File: src/rtl/parking_management.sv
// Car park occupancy tracker: separate university/public counts, free-space reporting and an
// hour-of-day driven university capacity split.
module parking_management #(
    parameter int unsigned TOTAL_CAPACITY    = 700,
    parameter int unsigned UNI_CAPACITY_BASE = 500,
    parameter int unsigned CYCLES_PER_HOUR   = 3600,
    parameter int unsigned START_HOUR        = 8
) (
    input  logic       clk,
    input  logic       reset,
    input  logic       car_entered,
    input  logic       is_uni_car_entered,
    input  logic       car_exited,
    input  logic       is_uni_car_exited,
    output logic [9:0] uni_parked_car,
    output logic [9:0] total_parked_car,
    output logic [9:0] uni_vacated_space,
    output logic [9:0] total_vacated_space
);

    localparam int unsigned CycW = (CYCLES_PER_HOUR > 1) ? $clog2(CYCLES_PER_HOUR) : 1;
    localparam logic [CycW-1:0] CycLast   = CycW'(CYCLES_PER_HOUR - 1);
    localparam logic [9:0]      TotalCap  = 10'(TOTAL_CAPACITY);
    localparam logic [9:0]      UniBase   = 10'(UNI_CAPACITY_BASE);
    localparam logic [4:0]      HourReset = 5'(START_HOUR);

    logic [9:0]      uni_cnt_q, uni_cnt_d;
    logic [9:0]      pub_cnt_q, pub_cnt_d;
    logic [CycW-1:0] cyc_q, cyc_d;
    logic [4:0]      hour_q, hour_d;

    logic [9:0] uni_cap, pub_cap, total;
    logic [9:0] uni_after_exit, pub_after_exit, total_after_exit;
    logic       uni_dec, pub_dec, uni_inc, pub_inc;

    always_comb begin
        if (hour_q < 5'd13) begin
            uni_cap = UniBase;
        end else if (hour_q == 5'd13) begin
            uni_cap = 10'd450;
        end else if (hour_q == 5'd14) begin
            uni_cap = 10'd400;
        end else if (hour_q == 5'd15) begin
            uni_cap = 10'd350;
        end else begin
            uni_cap = 10'd200;
        end
    end

    assign pub_cap = TotalCap - uni_cap;
    assign total   = uni_cnt_q + pub_cnt_q;

    always_comb begin
        cyc_d  = cyc_q + CycW'(1);
        hour_d = hour_q;
        if (cyc_q == CycLast) begin
            cyc_d  = '0;
            hour_d = (hour_q == 5'd23) ? 5'd0 : hour_q + 5'd1;
        end
    end

    // Exits are applied first so a space freed this cycle is available to an entry.
    always_comb begin
        uni_dec          = car_exited && is_uni_car_exited && (uni_cnt_q != '0);
        pub_dec          = car_exited && !is_uni_car_exited && (pub_cnt_q != '0);
        uni_after_exit   = uni_cnt_q - {9'd0, uni_dec};
        pub_after_exit   = pub_cnt_q - {9'd0, pub_dec};
        total_after_exit = uni_after_exit + pub_after_exit;
        uni_inc          = car_entered && is_uni_car_entered &&
                           (uni_after_exit < uni_cap) && (total_after_exit < TotalCap);
        pub_inc          = car_entered && !is_uni_car_entered &&
                           (pub_after_exit < pub_cap) && (total_after_exit < TotalCap);
        uni_cnt_d        = uni_after_exit + {9'd0, uni_inc};
        pub_cnt_d        = pub_after_exit + {9'd0, pub_inc};
    end

    always_ff @(posedge clk or negedge reset) begin
        if (!reset) begin
            uni_cnt_q <= '0;
            pub_cnt_q <= '0;
            cyc_q     <= '0;
            hour_q    <= HourReset;
        end else begin
            uni_cnt_q <= uni_cnt_d;
            pub_cnt_q <= pub_cnt_d;
            cyc_q     <= cyc_d;
            hour_q    <= hour_d;
        end
    end

    // Capacity can drop below the current count; free space then saturates at zero.
    assign uni_parked_car      = uni_cnt_q;
    assign total_parked_car    = total;
    assign uni_vacated_space   = (uni_cnt_q >= uni_cap) ? 10'd0 : uni_cap - uni_cnt_q;
    assign total_vacated_space = TotalCap - total;

endmodule

File: config.mk
export PLATFORM = sky130hd
export DESIGN_NAME = parking_management
export DESIGN_NICKNAME = d
export VERILOG_FILES = /design/src/rtl/parking_management.sv
export SDC_FILE = /design/constraint.sdc
export NUM_CORES = 1
export LEC_CHECK = 0
export BUFFER_PORTS_ARGS = -buffer_cell sky130_fd_sc_hd__buf_2
export CAP_MARGIN = 10
export CORE_ASPECT_RATIO = 0.7
export CORE_MARGIN = 1
export CORE_UTILIZATION = 35
export DETAILED_ROUTE_END_ITERATION = 8
export PLACE_DENSITY = 0.58
export SYNTH_ARGS = -nofsm -noshare
export SYNTH_HDL_FRONTEND = slang
export SYNTH_SLANG_ARGS = --single-unit
File: constraint.sdc
create_clock -name clk -period 11.9 [get_ports clk]
set_input_delay 3.57 -clock clk [delete_from_list [all_inputs] [get_ports clk]]
set_output_delay 3.57 -clock clk [all_outputs]
set_load 0.02 [all_outputs]
==> impl_metrics.yaml <==
logic_synthesis:
  synth-edff-count: 0
  synth.avg_cell_area_sq_um: 8.64
  yosys-top-cells-area: "dfrtp_1 23%, ha_1 18%, xnor2_1 10%, xor2_1 5.5%, inv_1 4.4%"
  yosys.area.top_type: "dfrtp_1"
  ys_seq_elements: 37
  syn-num-nets: 507
  synth_top_area_share_pct: 23.5
  synth_area_sq_mm: 0.00383
  postSynthCellCount: 444
  ys.flop_type: "dfrtp_1"
  ys_seq_area_share_pct: 24.2
  synth_cell_types: 62
  synthArstFlopShare_pct: 100
  synth_warnings: 0
critical_path:
  path_class: "in -> reg"
  arrival_ns: 8.10
  reg2regPathDepth: 23
  critPathMaxFanout: 7
  crit_required_ns: 12.06
  timing.rr.end: "pub_cnt_q[8]$_DFF_PN0_"
  r2r-start: "uni_parked_car[6]$_DFF_PN0_"
  path_cells: "buf_2 -> nand2_1 -> a31oi_1 -> ha_1 -> ha_1 -> and2_1 -> nand3_1 -> xnor2_1 -> ha_1 -> nand4_1 -> a21oi_2 -> a2111oi_4 -> nor2b_1 -> a21oi_1 -> xnor2_1 -> a2111oi_2 -> ha_1 -> ha_1 -> nand2_1 -> nor2_1 -> and3_1 -> nand3_1 -> xnor2_1"
  critPathTopFamily: "adder cells"
  worst-path-buf-inv: 1
  max_stage_delay_ns: 0.54
  endpoint_kind: "register"
  startpoint: "car_exited"
  crit_top_cell: "ha_1"
  r2r_slack_ns: 6.52
  cp-start-kind: "primary input"
  cp_slowest_cell: "xnor2_1"
sta:
  skew_ns: 0.00193
  worst_hold_slack_ns: 0.490
  tns_ns: 0
  worst-slew-pin-transition_ns: 0.823
  finalMaxSlewViolations: 0
  rsz0062_at_grt: "false"
  min_period_ns: 7.95
  period_share_pct: 66.8
  max_clock_freq_mhz: 126
  setup_viol: 0
  max-slew-margin-rel_pct: 45.1
  hold_violations: 0
grt:
  grt_pass1_wl_mm: 15.9
  grt_max_degree: 38
  grt.total_usage_pct: 17.8
  grt_pass1_vias: 3165
  antenna_found_initial: 0
  overflow: 0
placed_design:
  placed_area_sq_mm: 0.00422
  place_hpwl_mm: 7.71
  portBuffers: 45
  gp_congestion: 0.855
clock_network:
  h-tree-depth: 2
  clk_pin_slew_worst_paths_ns: 0.06
  cts_hold_buf: 0
  cts_setup_buffers: 0
  clkSinkCount: 37
  clk_latency_ns: 0.28
  cts_buffers: 5
  tritoncts: "yes"
  cts_root_buf: "clkbuf_16"
  cts_buffer_depth: 2
  cts_resized: 0
floorplanning:
  dieArea_sq_mm: 0.0114
  start_util_pct: 36.5
  die_h_microns: 89.6
  die_w_microns: 127
  coreArea_sq_mm: 0.0105
  io_pins: 46
  fp-row-count: 31
routing:
  wl_met2_mm: 3.93
  m1WireLength_mm: 4.83
  wl_met3_microns: 471
  vias: 3186
  wire_per_inst_microns: 14.6
  wirelength_mm: 9.34
  dr.pass1.iters: 4
  drt_iter0_drc: 202
  drc: 0
  top_layer_used: "met4"
  vias_per_cell: 4.98
  ant_nets: 0
hold_path:
  hold_path_end: "cyc_q[8]$_DFF_PN0_"
  min-delay-start: "cyc_q[8]$_DFF_PN0_"
  hold_path.class: "reg -> reg"
  whs_path_depth: 1
cells_and_area:
  nets: 554
  antenna_cells: 0
  design_area_sq_mm: 0.00439
  area_growth_pct: 14.6
  drive_gt1_share_pct: 14.8
  fin_util_pct: 41.8
status:
  status: "complete, no violations"
run:
  cap_violations: 0
kinds of logic after synthesis:
kind of cell | synth area share [%]
mux | 0.522
flops | 24.2
simple gates | 21.5
compound gates | 13.4
buf+inv | 5.12
xor+xnor | 16.2
other cells | 0.0978
fa+ha+maj | 19.0
worst register-to-register path, delay by kind of cell (launching register included):
kind	cells	cell delay [ns]
simple gates	10	1.76
xor+xnor	3	0.62
compound gates	5	1.10
flops	1	0.48
fa+ha+maj	5	1.32
worst max-delay path by stage:
stage / end / slack (ns) / cells past startpoint
finish: pub_cnt_q[8]$_DFF_PN0_ / 3.95 / 23
global route: pub_cnt_q[8]$_DFF_PN0_ / 3.51 / 23
CTS: pub_cnt_q[8]$_DFF_PN0_ / 3.96 / 23
detailed placement: pub_cnt_q[8]$_DFF_PN0_ / 3.71 / 23
global placement: pub_cnt_q[8]$_DFF_PN0_ / 3.88 / 23
floorplan: pub_cnt_q[8]$_DFF_PN0_ / 4.37 / 23
state kept, by name (all words and copies together) (netlist names):
signal          cells
cyc_q              12
pub_cnt_q          10
uni_parked_car     10
hour_q              5
area by class of cell:
class / count / area, sq um
fill: 1034 / 6120
tap: 148 / 185
sequential: 37 / 927
multi-input combinational: 356 / 2710
clock inverter: 1 / 30.0
inverter: 46 / 173
clock buffer: 7 / 143
timing repair buffer: 45 / 225
layer usage:
layer / global-route usage [%] / up-vias
met5: 0 / -
met4: 4.22 / 0
met3: 2.01 / 9
met2: 27.8 / 73
met1: 26.3 / 1460
li1: - / 1644
per-stage QoR:
step / cells / worst slack (ns)
2_1_floorplan: 444 / 4.37
3_3_place_gp: 632 / 3.88
3_5_place_dp: 632 / 3.71
4_1_cts: 640 / 3.96
5_1_grt: 640 / 3.51
6_report: 640 / 3.95
Yosys cell counts, types with 3 or more instances:
cell and n:
inv_1 45, nor3_1 8, nor3_2 4, or3_1 3, clkbuf_1 3, a21o_1 4
xor2_1 24, ha_1 55, nand3_1 14, o21ai_0 14, nor2b_1 6, nor4_1 3
nand4_1 11, o21a_1 3, dfrtp_1 36, and3_1 5, nor2_1 44, a21oi_1 23
a31oi_1 3, nand3b_1 3, o21bai_1 6, nand2b_1 3, xnor2_1 45, a211oi_1 4
o211ai_1 3, nand2_1 26
cells in the final DEF (no fill, tap or decap), types with 2 or more instances in the layout:
master,n
mux2i_1,2
o21a_1,3
a2111oi_2,2
nor3_2,4
xnor2_1,45
a21oi_2,2
nand2b_1,3
nand3_1,14
nand4_1,11
nor2b_1,6
nor4_1,3
nor3_1,8
o211ai_1,3
and4b_1,2
or4_1,2
dfrtp_1,36
nand2_1,26
a21oi_1,23
a211oi_1,4
and2_1,2
nor4_2,2
o21bai_1,6
and3_1,5
a31oi_1,3
nor2_1,44
fa_1,2
buf_2,45
clkbuf_16,5
xor2_1,24
a21o_1,4
ha_1,55
a211o_1,2
inv_1,45
or3_1,3
o21ai_0,14
nand3b_1,3
or2_2,2
Power is left out: the tool's default activity adds up to more than one toggle a clock period on the data nets, which glitch-free logic cannot reach.
